<file path="src/rtl/ha_row_accum_seq.sv">
`default_nettype none
// ha_row_accum_seq: accumulates four latched half-adder rows (shifted 2 bits per row) into a saturated 16-bit product.
// Build macro HA_SEQ_BIAS_EN adds parameter BIAS to the final sum. Rev 1.0
module ha_row_accum_seq #(
  parameter logic [15:0] BIAS = 16'd0
) (
  input  logic        clk,
  input  logic        rst_n,
  input  logic [6:0]  row0_b,
  input  logic [6:0]  row1_b,
  input  logic [6:0]  row2_b,
  input  logic [6:0]  row3_b,
  input  logic [8:0]  row0_t,
  input  logic [8:0]  row1_t,
  input  logic [8:0]  row2_t,
  input  logic [8:0]  row3_t,
  input  logic        in_valid,
  output logic        in_ready,
  output logic [15:0] prod,
  output logic        out_valid,
  input  logic        out_ready,
  output logic        busy
);

  typedef enum logic [1:0] {
    IDLE = 2'd0,
    ACC  = 2'd1,
    DONE = 2'd2
  } state_t;

  state_t      state_q, state_d;
  logic [1:0]  cnt_q, cnt_d;
  logic [16:0] acc_q, acc_d;
  logic [15:0] prod_q, prod_d;
  logic        armed_q;
  logic [8:0]  t_q [4];
  logic [6:0]  b_q [4];

  logic        accept;
  logic [10:0] row_val;
  logic [16:0] term;
  logic [17:0] final_sum;

  assign accept  = in_valid && in_ready;
  assign row_val = {2'b00, t_q[cnt_q]} + {2'b00, b_q[cnt_q], 2'b00};
  assign term    = {6'd0, row_val} << {cnt_q, 1'b0};

  // Final sum is one bit wider than the accumulator so the bias cannot wrap before saturation.
`ifdef HA_SEQ_BIAS_EN
  assign final_sum = {1'b0, acc_q} + {1'b0, term} + {2'b00, BIAS};
`else
  logic unused_bias;
  assign unused_bias = ^BIAS;
  assign final_sum   = {1'b0, acc_q} + {1'b0, term};
`endif

  assign in_ready  = (state_q == IDLE) && armed_q;
  assign out_valid = (state_q == DONE);
  assign busy      = (state_q != IDLE);
  assign prod      = prod_q;

  always_comb begin
    state_d = state_q;
    cnt_d   = cnt_q;
    acc_d   = acc_q;
    prod_d  = prod_q;
    case (state_q)
      IDLE: begin
        if (accept) begin
          acc_d   = 17'd0;
          cnt_d   = 2'd0;
          state_d = ACC;
        end
      end
      ACC: begin
        acc_d = acc_q + term;
        cnt_d = cnt_q + 2'd1;
        if (cnt_q == 2'd3) begin
          prod_d  = (final_sum > 18'h0FFFF) ? 16'hFFFF : final_sum[15:0];
          state_d = DONE;
        end
      end
      DONE: begin
        if (out_ready) begin
          state_d = IDLE;
        end
      end
      default: state_d = IDLE;
    endcase
  end

  always_ff @(posedge clk or negedge rst_n) begin
    if (!rst_n) begin
      state_q <= IDLE;
      cnt_q   <= 2'd0;
      acc_q   <= 17'd0;
      prod_q  <= 16'd0;
      armed_q <= 1'b0;
    end else begin
      state_q <= state_d;
      cnt_q   <= cnt_d;
      acc_q   <= acc_d;
      prod_q  <= prod_d;
      armed_q <= 1'b1;
    end
  end

  always_ff @(posedge clk or negedge rst_n) begin
    if (!rst_n) begin
      for (int i = 0; i < 4; i++) begin
        t_q[i] <= 9'd0;
        b_q[i] <= 7'd0;
      end
    end else if (accept) begin
      t_q[0] <= row0_t;
      t_q[1] <= row1_t;
      t_q[2] <= row2_t;
      t_q[3] <= row3_t;
      b_q[0] <= row0_b;
      b_q[1] <= row1_b;
      b_q[2] <= row2_b;
      b_q[3] <= row3_b;
    end
  end

endmodule
`default_nettype wire

</file>
<file path="config.mk">
export PLATFORM = sky130hd
export DESIGN_NAME = ha_row_accum_seq
export DESIGN_NICKNAME = d
export VERILOG_FILES = /design/src/rtl/ha_row_accum_seq.sv
export SDC_FILE = /design/constraint.sdc
export NUM_CORES = 1
export LEC_CHECK = 0
export BUFFER_PORTS_ARGS = -buffer_cell sky130_fd_sc_hd__buf_4
export CAP_MARGIN = 15
export CORE_MARGIN = 2
export CORE_UTILIZATION = 59
export DETAILED_ROUTE_END_ITERATION = 16
export MAX_ROUTING_LAYER = met4
export PLACE_DENSITY_LB_ADDON = 0.12
export SLEW_MARGIN = 10
export SYNTH_ARGS = -nofsm -noshare
export SYNTH_HDL_FRONTEND = slang
export SYNTH_SLANG_ARGS = --single-unit
</file>
<file path="constraint.sdc">
create_clock -name clk -period 11.6 [get_ports clk]
set_input_delay 0 -clock clk [delete_from_list [all_inputs] [get_ports clk]]
set_output_delay 0 -clock clk [all_outputs]
set_load 0.005 [all_outputs]
</file>
==> results.py <==
metrics = {
    "cells_and_area": {
        "fin_cells": 881,
        "fill_cells": 613,
        "nets": 859,
        "drive_above_1_share_pct": 17.1,
        "antenna_cells": 0,
        "layout-area-overhead-vs-synth_pct": 28.3,
    },
    "logic_synthesis": {
        "syn_area_mm2": 0.00556,
        "synth-edff-count": 0,
        "ys_ff_latch": 102,
        "async_flop_share_pct": 100,
        "synth_warnings": 0,
        "synth_cell_types": 55,
        "ys.flop_type": "dfrtp_1",
        "synth_nets": 727,
        "syn_inst": 633,
        "yosysSeqAreaShare_pct": 45.9,
        "syn_area_per_cell_um2": 8.79,
    },
    "sta": {
        "hold_viol": 0,
        "tightest_slew_ns": 0.943,
        "rsz0062_at_grt": "no",
        "setup_tns_ns": 0,
        "setup_viol": 0,
        "fin_crit_sh_pct": 50.3,
        "fmax_mhz": 171,
        "min_period_ns": 5.84,
        "skew_ns": 0.0195,
        "max-slew-margin-rel_pct": 35.5,
        "fin_ws_ns": 5.76,
        "drv_slew": 0,
    },
    "global_routing": {
        "grt_use_total_pct": 30.1,
        "grt_max_degree": 81,
        "grt_pass1_vias": 4993,
        "antenna_found_initial": 0,
        "grt_overflow_total": 0,
        "grt_pass1_wl_um": 23200,
    },
    "floorplan": {
        "die_area_mm2": 0.0102,
        "rows": 35,
        "io_pins": 87,
        "fp.coreArea_mm2": 0.00920,
        "start_util_pct": 60.5,
        "die_y_um": 101,
        "die_w_um": 101,
    },
    "placement": {
        "gp_congestion": 0.890,
        "dp_hpwl_um": 8710,
        "io_buffers": 86,
        "dp_cells": 797,
        "place_ws_ns": 5.75,
    },
    "clock_tree": {
        "tritoncts": "yes",
        "cts_setup_buffers": 0,
        "cts_resized": 0,
        "clk_latency_ns": 0.37,
        "cts_made_buffers": 9,
        "cts_htree_levels": 3,
        "clock_path_buffers": 2,
        "cts.sink_count": 102,
        "root_buffer": "clkbuf_8",
        "cts-hold-fix-buffers": 66,
        "clkTransAtPathRegs_ns": 0.11,
    },
    "detailed_routing": {
        "top_layer": "met4",
        "routed_wl_um": 14000,
        "vias": 5000,
        "drt-vias-per-instance": 5.68,
        "drtPass1Iterations": 5,
        "wl_per_cell_um": 15.9,
        "wl_met2_um": 7100,
        "met3_length_um": 600,
        "ant_nets": 0,
        "drcViolationCount": 0,
        "first_iter_violations": 267,
        "wl_met1_um": 5730,
    },
    "worst_setup_path": {
        "critical_path_peak_fanout": 18,
        "crit_arrival_ns": 6.04,
        "critical_path_required_ns": 11.80,
        "crit_type": "flop to flop",
        "r2r_cells": 17,
        "cp-start-kind": "flop",
        "crit_path_end_kind": "flop",
    },
    "job": {
        "drv_cap": 0,
    },
    "min_path": {
        "hp-class": "input pin to async pin",
    },
    "run_status": {
        "outcome": "complete, no violations",
    },
}
-- cells by family (layout without fill, tap and decap cells) --
group                    after synthesis  after routing  share of synthesized area [%]
XOR/XNOR                              12             12                           1.89
buffers and inverters                 49            186                           3.58
multiplexers                          19             19                           6.61
other                                  1              1                         0.0674
adder cells (fa/ha/maj)               26             26                           6.12
AND/OR/NAND/NOR                      313            313                           23.3
flip-flops                           102            102                           45.9
AO/OA/AOI/OAI                        111            111                           12.6
-- routing by layer --
layer,up-vias,track usage [%]
li1,2409,-
met5,-,-
met3,41,4.51
met4,0,12.8
met2,166,50.2
met1,2384,36.6
-- flip-flops by register name (all words and copies together), names as in the netlist --
signal   count
t_q         36
b_q         28
acc_q       17
prod        16
cnt_q        2
state_q      2
armed_q      1
-- synth_stat cells (3+ instances only) --
library cell,instances,area [um2]
buf_2,3,15.0
nor2_1,35,131
and2_1,5,31.3
nand2b_1,5,31.3
nor2b_1,5,31.3
nor3_1,3,15.0
a31o_2,3,26.3
inv_1,10,37.5
o21ai_0,31,155
and3_1,5,31.3
nand4_1,3,18.8
ha_1,24,300
buf_1,4,15.0
xnor2_1,5,43.8
a31oi_1,15,93.8
a21oi_1,30,150
mux4_2,14,315
a21o_1,5,37.5
nand2_1,221,830
nand3_1,22,110
o22ai_1,3,18.8
dfrtp_1,102,2550
clkbuf_1,28,105
mux2i_1,3,30.0
xor2_1,7,61.3
-- final timing paths --
| path | startpoint | end | slack (ns) |
|---|---|---|---|
| worst min-delay path | rst_n | state_q[1] | 0.07 |
| worst max-delay path | cnt_q[0] | prod[12] | 5.76 |
| min in group clk | in_valid | t_q[35] | 0.24 |
| worst min register to register | b_q[5] | b_q[5] | 0.48 |
| worst max register to register | cnt_q[0] | prod[12] | 5.76 |
| max in group asynchronous | rst_n | t_q[20] | 10.30 |
-- area by class of cell --
class	count	area (um2)	share of cell area, %
Timing Repair Buffer	158	1370	19.2
Tap cell	111	139	1.95
Clock buffer	10	138	1.93
Inverter	12	45.0	0.631
Clock inverter	6	77.6	1.09
Sequential cell	102	2550	35.8
Multi-Input combinational cell	482	2810	39.4
-- placed cells by master (no fill, tap or decap), types with 4 or more instances in the layout --
master         instances
ha_1                  24
and2_1                 5
nor2b_1                5
dlygate4sd3_1         66
clkbuf_8              10
xor2_1                 7
a21o_1                 5
nand2_1              220
nand3_1               22
nor2_1                35
a31oi_1               15
mux4_2                14
o21ai_0               31
inv_1                 10
buf_4                 90
xnor2_1                5
dfrtp_1              102
and3_1                 4
nand2b_1               5
a21oi_1               30
-- stage by stage --
stage / utilization [%] / hold WS (ns) / instance area [um2]
final: 77.6 / 0.0693 / 7130
after global routing: 77.6 / 0.109 / 7130
after CTS: 77.2 / 0.0762 / 7100
after detailed placement: 67.7 / -0.0534 / 6230
after global placement: 67.7 / -0.0600 / 6230
after floorplan: - / -0.296 / 5560
-- critical path: stages (launching register included) --
cell and delay (ns):
dfrtp_1 0.77, buf_4 0.38, mux4_2 0.54, ha_1 0.24, fa_1 0.40, a21o_1 0.19, a21oi_1 0.22, o21bai_1 0.09
a21oi_1 0.19, xor2_1 0.28, o31ai_1 0.13, ha_1 0.40, a21oi_1 0.21, o211ai_1 0.12, a221oi_1 0.44, a31oi_1 0.22
o41ai_4 0.68, a31oi_1 0.16
Power is left out: the tool's default activity adds up to more than one toggle a clock period on the data nets, which glitch-free logic cannot reach.
